`src/rtl/mem_access_ctrl.sv`:
```
// rtl/mem_access_ctrl.sv - single-port memory access controller arbitrating fetch, load and store
// One access per two cycles: IDLE samples a request, ISSUE drives memory, the result lands on return to IDLE.
module mem_access_ctrl (
  input  logic        clk,
  input  logic        rst,
  input  logic        if_req,
  input  logic [31:0] if_pc,
  input  logic        ex_mem_read,
  input  logic        ex_mem_write,
  input  logic [31:0] ex_addr,
  input  logic [31:0] ex_wdata,
  input  logic [2:0]  ex_func3,
  output logic [13:0] mem_addr,
  output logic [31:0] mem_data_in,
  output logic [2:0]  mem_func3,
  output logic        MemRead,
  output logic        MemWrite,
  input  logic [31:0] mem_data_out,
  output logic [31:0] inst_out,
  output logic        inst_valid,
  output logic [31:0] load_data,
  output logic        load_valid,
  output logic        store_done,
  output logic        fault,
  output logic        busy
);

  typedef enum logic [1:0] {S_IDLE, S_ISSUE, S_FAULT} state_t;
  typedef enum logic [1:0] {K_FETCH, K_LOAD, K_STORE} kind_t;

  state_t r_state, w_next;
  kind_t  r_kind, w_kind;
  logic   w_accept;
  logic   w_is_data, w_f3_ok, w_align_ok, w_data_ok, w_fetch_ok;

  always_comb begin
    w_is_data  = ex_mem_read | ex_mem_write;
    // a simultaneous read+write is a store, so store legality applies
    if (ex_mem_write)
      w_f3_ok = (ex_func3 == 3'b000) || (ex_func3 == 3'b001) || (ex_func3 == 3'b010);
    else
      w_f3_ok = (ex_func3 == 3'b000) || (ex_func3 == 3'b001) || (ex_func3 == 3'b010) ||
                (ex_func3 == 3'b100) || (ex_func3 == 3'b101);
    w_align_ok = 1'b1;
    if (ex_func3 == 3'b010)
      w_align_ok = (ex_addr[1:0] == 2'b00);
    else if ((ex_func3 == 3'b001) || (ex_func3 == 3'b101))
      w_align_ok = ~ex_addr[0];
    w_data_ok  = (ex_addr[31:7] == 25'd0) && w_f3_ok && w_align_ok;
    w_fetch_ok = (if_pc[31:7] == 25'd0) && (if_pc[1:0] == 2'b00);
  end

  always_comb begin
    w_next   = r_state;
    w_kind   = K_FETCH;
    w_accept = 1'b0;
    case (r_state)
      S_IDLE: begin
        if (w_is_data) begin
          if (w_data_ok) begin
            w_next   = S_ISSUE;
            w_kind   = ex_mem_write ? K_STORE : K_LOAD;
            w_accept = 1'b1;
          end else begin
            w_next = S_FAULT;
          end
        end else if (if_req) begin
          if (w_fetch_ok) begin
            w_next   = S_ISSUE;
            w_kind   = K_FETCH;
            w_accept = 1'b1;
          end else begin
            w_next = S_FAULT;
          end
        end
      end
      S_ISSUE: w_next = S_IDLE;
      S_FAULT: w_next = S_IDLE;
      default: w_next = S_IDLE;
    endcase
  end

  always_ff @(posedge clk or posedge rst) begin
    if (rst) r_state <= S_IDLE;
    else     r_state <= w_next;
  end

  // The memory-side outputs double as the latched request for the ISSUE cycle.
  always_ff @(posedge clk or posedge rst) begin
    if (rst) begin
      r_kind      <= K_FETCH;
      mem_addr    <= 14'd0;
      mem_data_in <= 32'd0;
      mem_func3   <= 3'd0;
      MemRead     <= 1'b0;
      MemWrite    <= 1'b0;
      inst_out    <= 32'd0;
      inst_valid  <= 1'b0;
      load_data   <= 32'd0;
      load_valid  <= 1'b0;
      store_done  <= 1'b0;
    end else begin
      mem_addr    <= 14'd0;
      mem_data_in <= 32'd0;
      mem_func3   <= 3'd0;
      MemRead     <= 1'b0;
      MemWrite    <= 1'b0;
      inst_valid  <= 1'b0;
      load_valid  <= 1'b0;
      store_done  <= 1'b0;
      if (w_accept) begin
        r_kind <= w_kind;
        case (w_kind)
          K_LOAD: begin
            MemRead   <= 1'b1;
            mem_addr  <= {ex_addr[6:0], 7'd0};
            mem_func3 <= ex_func3;
          end
          K_STORE: begin
            MemWrite    <= 1'b1;
            mem_addr    <= {ex_addr[6:0], 7'd0};
            mem_func3   <= ex_func3;
            mem_data_in <= ex_wdata;
          end
          default: begin
            mem_addr  <= {7'd0, if_pc[6:0]};
            mem_func3 <= 3'b010;
          end
        endcase
      end
      if (r_state == S_ISSUE) begin
        case (r_kind)
          K_LOAD: begin
            load_data  <= mem_data_out;
            load_valid <= 1'b1;
          end
          K_STORE: store_done <= 1'b1;
          default: begin
            inst_out   <= mem_data_out;
            inst_valid <= 1'b1;
          end
        endcase
      end
    end
  end

  assign fault = (r_state == S_FAULT);
  assign busy  = (r_state != S_IDLE);

endmodule

```
`config.mk`:
```
export PLATFORM = sky130hd
export DESIGN_NAME = mem_access_ctrl
export DESIGN_NICKNAME = d
export VERILOG_FILES = /design/src/rtl/mem_access_ctrl.sv
export SDC_FILE = /design/constraint.sdc
export NUM_CORES = 1
export LEC_CHECK = 0
export ABC_AREA = 1
export BUFFER_PORTS_ARGS = -buffer_cell sky130_fd_sc_hd__buf_2
export CORE_MARGIN = 4
export CORE_UTILIZATION = 30
export DETAILED_ROUTE_END_ITERATION = 10
export GPL_ROUTABILITY_DRIVEN = 0
export PLACE_DENSITY = 0.61
export SYNTH_ARGS = -nofsm -noshare
export SYNTH_HDL_FRONTEND = slang
export SYNTH_SLANG_ARGS = --single-unit
export TNS_END_PERCENT = 10
```
`constraint.sdc`:
```
create_clock -name clk -period 4.6 [get_ports clk]
set_input_delay 0.46 -clock clk [delete_from_list [all_inputs] [get_ports clk]]
set_output_delay 0.46 -clock clk [all_outputs]
set_load 0.005 [all_outputs]
```
## After elaboration in Yosys (flattened, before gate mapping)

Index checks and enable logic that the tools add are counted.

| operators by class | value |
|---|---|
| add/subtract/negate cells | 0 |
| multipliers | 0 |
| div/mod/pow operators | 0 |
| order comparisons | 0 |
| equal/unequal tests | 11 |
| shift-type cells | 0 |
| multiplexer cells | 33 |
| bitwise operators | 3 |
| reductions and logical operators | 19 |

Operators by type and width:

| kind | number |
|---|---|
| $mux 32 | 2 |
| $logic_not 25->1 | 2 |
| $mux 14 | 2 |
| $mux 1 | 18 |
| $mux 2 | 9 |
| $eq 2x1->1 const B | 3 |
| $eq 2x2->1 const B | 3 |
| $eq 3x3->1 const B | 2 |
| $logic_not 2->1 | 3 |
| $mux 3 | 2 |
| $logic_or 1x1->1 | 5 |
| $reduce_and 2->1 | 2 |
| $reduce_or 2->1 | 2 |
| $eq 3x1->1 const B | 1 |
| $eq 3x2->1 const B | 1 |
| $logic_and 1x1->1 | 3 |
| $logic_not 3->1 | 1 |
| $ne 3x3->1 const B | 1 |
| $not 1->1 | 2 |
| $reduce_bool 2->1 | 1 |
| $or 1x1->1 | 1 |

| word-level totals | value |
|---|---|
| bits in registers | 122 |
| bits in latches | 0 |
| bits in writable memories | 0 |
| bits in read-only memories | 0 |
| input bits | 136 |
| word-level logic and storage cells | 78 |
| memories kept | 0 |

## Depth between registers and ports, before layout

| logic depth | value |
|---|---|
| depth after elaboration | 15 |
| mapped depth | 12 |
| gate-level depth less buffers | 12 |

## Least setup slack after synthesis

OpenSTA, ideal clock, no wires.

| timing path | value |
|---|---|
| path kind | input port to flip-flop |
| start | in ex_addr[9] |
| end | reg mem_addr[10] |
| setup time | 74 ps |
| data arrival time | 1773 ps |
| required time | 4526 ps |
| path slack | 2753 ps |
| stages on the path | 11 |
| cell sequence | or2_0 -> nor2_1 -> nand2_1 -> nor2_1 -> nand2_1 -> inv_1 -> nand4_1 -> ha_1 -> inv_1 -> nand3_2 -> nor2_1 |

| between the ends | value |
|---|---|
| longest elaborated chain between the ends | 10 |
| elaborated cells between the ends (all ways) | 14 |

RTL lines:

| element | line | source |
|---|---|---|
| from (decl) | 10 | `input logic [31:0] ex_addr,` |
| $logic_not 25->1 (*) | 49 | `w_data_ok = (ex_addr[31:7] == 25'd0) && w_f3_ok && w_align_ok;` |
| $logic_and 1x1->1 (*) (2 in a row) | 49 |  |
| $mux 2 | 60 | `if (w_data_ok) begin` |
| $mux 2 | 59 | `if (w_is_data) begin` |
| $mux 2 | 57 | `case (r_state)` |
| $eq 2x2->1 / $eq 2x1->1 (equally long branches) | 113 | `case (w_kind)` |
| $reduce_or 2->1 (no line) | -- |  |
| $mux 14 | 113 |  |
| $mux 14 (*) | 111 | `if (w_accept) begin` |
| to (signal assigned) | 116 | `mem_addr <= {ex_addr[6:0], 7'd0};` |
| to (signal assigned) | 121 | `mem_addr <= {ex_addr[6:0], 7'd0};` |
| to (signal assigned) | 126 | `mem_addr <= {7'd0, if_pc[6:0]};` |
| to (decl) | 13 | `output logic [13:0] mem_addr,` |

Mark *: on every way between the ends. The rest lies on a longest branch, timed or not.
A chain may end at the register's enable or synchronous reset.

## Worst setup path in the final report

| timing path | value |
|---|---|
| start | reg r_state[0] |
| end | reg mem_data_in[24] |

| between the ends | value |
|---|---|
| longest elaborated chain between the ends | 5 |
| elaborated cells between the ends (all ways) | 6 |

RTL lines:

| element | line | source |
|---|---|---|
| from (decl) | 31 | `state_t r_state, w_next;` |
| from (signal assigned) | 85 | `else r_state <= w_next;` |
| $logic_not 2->1 | 57 |  |
| $mux 2 | 57 |  |
| net w_kind[1] | 32 | `kind_t r_kind, w_kind;` |
| $eq 2x2->1 | 113 |  |
| $mux 32 | 113 |  |
| $mux 32 | 111 |  |
| to (signal assigned) | 123 | `mem_data_in <= ex_wdata;` |
| to (decl) | 14 | `output logic [31:0] mem_data_in,` |

The timed path passes the listed nets, and every way through them passes these cells.

==> run_results.csv <==
group,metric,value,unit
layout,layout.nets,896,
synth,synth_top_area_cell,"dfrtp_1",
worst_setup_path,cp_slowest_cell,"dfrtp_1",
clocking,htree_num_levels,4,
synth,synth-seq-cells,122,
clocking,cts_made_buffers,17,
worst_setup_path,crit_buf_inv,1,
drt,drcViolationCount,0,
synth,synthMuxAreaShare,0,%
hold_path,min_path_cells,3,
timing,slew-limit-headroom,56.5,%
timing,timing.fmax,0.536,GHz
floorplanning,dieHeight,132,um
synth,yosysTopAreaCellShare,65.8,%
timing,rsz0062_at_grt,"false",
floorplanning,start_util,30.5,%
timing,setup_tns,0,ns
grt,antenna_found_initial,0,
synth,synthXorXnorAreaFrac,0,%
floorplanning,die_w,132,um
run,cap_violations,0,
clocking,clk_pin_slew,0.06,ns
grt,grt_use_total,14.1,%
floorplanning,dieArea,17500,um^2
hold_path,min-delay-start,"if_pc[5]",
power,power.density,383,nW/um^2
worst_setup_path,worstPathCellList,"nor2_1, inv_1, nor3_1, ha_1, nand3_4, nor2_1",
synth,ys_warn_count,0,
synth,syn_nets,634,
drt,via_count,3984,
worst_setup_path,r2r-end,"mem_data_in[24]$_DFF_PP0_",
worst_setup_path,cpLargestDelayFamily,"simple AND/OR/NAND/NOR gates",
floorplanning,pin_count,256,
placed_design,placed_cells,924,
clocking,cts_hold_buf,1,
timing,worst_slew_pin_slew,0.653,ns
layout,fin_cells,955,
timing,final_max_slew_viol_count,0,
status,status,"completed",
grt,grt_max_degree,66,
layout,layout-drive-gt1-share,38.3,%
worst_setup_path,slowest_delay,0.42,ns
hold_path,worst_hold_path_type,"in2reg",
placed_design,io_buffers,255,
worst_setup_path,cp.required,4.91,ns
worst_setup_path,crit_type,"reg2reg",
synth,synth_top_family_by_area,"simple AND/OR/NAND/NOR gates",
clocking,post-cts-setup-buffers,0,
drt,wl,12100,um
worst_setup_path,critPathLaunchType,"flop",
clocking,cts_root_buf,"clkbuf_16",
worst_setup_path,worst-path-max-fanout,33,
drt,wl_per_cell,12.6,um
synth,ys_types,18,
drt,drtPass1Iterations,6,
grt,first_global_vias,3910,
synth,yosys.area_share.simple,16.2,%
power,power_leakage,4.01,nW
layout,antenna_cells,0,
clocking,cts_resized,0,
timing,finalSetupViolCount,0,
drt,routed_via_density,4.17,
synth,syn-instance-count,494,
power,power,2.58,mW
power,vdd_drop_max,0.240,mV
placed_design,place_ws,2.31,ns
synth,synthesis.area,4640,um^2
timing,skew,0.00536,ns
clocking,clk_latency,0.40,ns
floorplanning,core_area,15200,um^2
clocking,cts.path.max_buffers,2,
worst_setup_path,cp-startpoint,"r_state[0]$_DFFE_PP0P_",
grt,overflow,0,
timing,hold_violations,0,
drt,drtIter0Drc,149,
synth,syn_avg_cell_area,9.40,um^2
synth,synthTopCellsByArea,"dfrtp_1, inv_1, nor2_1, o21ai_0, nand2_1",
floorplanning,rows,45,
worst_setup_path,crit_arrival,2.18,ns
drt,drtAntennaViolNets,0,
worst_setup_path,timing.rr.start,"r_state[0]$_DFFE_PP0P_",
timing,period_share,40.5,%
timing,worst_slack,2.74,ns
clocking,tritoncts,"done",
clocking,clock_sinks,122,
timing,fin_crit,1.86,ns
synth,synth-compound-area-share,7.11,%
grt,grt_pass1_wl,19600,um
synth,seq_area_frac_synth,65.8,%
layout,syn2layout_area_growth,45.1,%
worst_setup_path,r2r_cells,6,
placed_design,hpwl,9100,um
worst_setup_path,cp_common_cell,"nor2_1",
hold_path,hold_end,"mem_addr[5]$_DFF_PP0_",
synth,synthAdderAreaFrac,1.08,%
worst_setup_path,rrSetupSlack,2.74,ns
worst_setup_path,crit_path_end_kind,"flop",
-- through the flow --
| step | util [%] | instance area [um^2] | hold WS, ns |
|---|---|---|---|
| 6_report | 44.3 | 6740 | 0.257 |
| 5_1_grt | 44.3 | 6740 | 0.237 |
| 4_1_cts | 44.3 | 6740 | 0.227 |
| 3_5_place_dp | 40.2 | 6110 | 0.424 |
| 3_3_place_gp | 40.2 | 6110 | 0.423 |
| 2_1_floorplan | - | 4640 | 0.467 |
-- synth_stat cells --
cell type  instances
clkbuf_1          14
nor2_1            88
o21ai_0           66
ha_1               4
or2_0              1
nand4_1            4
and3_1             1
nand2_1           78
nand3_4            1
nand3_2            1
nor3_1             2
nand3_1            7
nor2_2             1
inv_1             99
nand2_2            1
and2_0             1
dfrtp_1          122
buf_6              3
-- placed cells by master (no fill, tap or decap) --
cell | Yosys | final
buf_2 | 0 | 255
dfrtp_1 | 122 | 122
inv_1 | 99 | 98
nor2_1 | 88 | 88
nand2_1 | 78 | 78
o21ai_0 | 66 | 66
clkbuf_16 | 0 | 17
nand3_1 | 7 | 5
nand4_1 | 4 | 4
ha_1 | 4 | 4
bufinv_16 | 0 | 4
buf_4 | 0 | 4
nand3_2 | 1 | 3
clkbuf_8 | 0 | 3
clkinv_2 | 0 | 3
nor3_1 | 2 | 2
clkbuf_1 | 14 | 2
or2_0 | 1 | 1
and2_0 | 1 | 1
nand2_2 | 1 | 1
nand3_4 | 1 | 1
nor2_2 | 1 | 1
and3_1 | 1 | 1
inv_4 | 0 | 1
clkinvlp_4 | 0 | 1
dlygate4sd3_1 | 0 | 1
-- worst reg2reg max path, stage by stage (launching register included) --
cell	delay, ns
dfrtp_1	0.42
nor2_1	0.20
inv_1	0.10
nor3_1	0.26
ha_1	0.25
nand3_4	0.31
nor2_1	0.24
-- worst max path at each step --
stage	cells after the start	to
floorplan	1	MemRead$_DFF_PP0_
global placement	10	mem_data_in[25]$_DFF_PP0_
detailed placement	10	mem_data_in[24]$_DFF_PP0_
CTS	6	mem_data_in[24]$_DFF_PP0_
global route	6	mem_data_in[1]$_DFF_PP0_
finish	6	mem_data_in[24]$_DFF_PP0_
-- area by class of cell --
type / instances / area (um^2)
multi-input combinational: 256 / 1140
timing repair buffer: 260 / 1320
fill: 1546 / 8460
sequential: 122 / 3050
clock buffer: 22 / 474
inverter: 99 / 374
tap: 188 / 235
clock inverter: 8 / 143
-- state kept, by name, indices dropped and copies added (netlist names) --
register / count
mem_data_in: 32
store_done: 1
mem_addr: 14
MemRead: 1
mem_func3: 3
load_data: 32
r_kind: 2
r_state: 2
MemWrite: 1
load_valid: 1
inst_valid: 1
inst_out: 32
-- per-layer routing --
layer | vias to the layer above | global-route usage, % | wire, um
li1 | 1996 | - | -
met1 | 1789 | 16.7 | 4890
met2 | 180 | 22.9 | 5780
met3 | 19 | 6.41 | 1200
met4 | 0 | 4.56 | 195
met5 | - | 0 | 0
-- report_power, final --
group / internal (mW) / switching (mW) / leakage [nW]
clock network: 0.940 / 0.443 / 0.302
logic: 0.0549 / 0.0658 / 2.34
registers: 1.08 / 0.000669 / 1.37
total: 2.07 / 0.509 / 4.01
-- kinds of logic after synthesis --
kind of cell             after synthesis
AO/OA/AOI/OAI                         66
AND/OR/NAND/NOR                      186
adder cells (fa/ha/maj)                4
flip-flops                           122
buffers and inverters                116
Power figures use the tool's default switching activity.
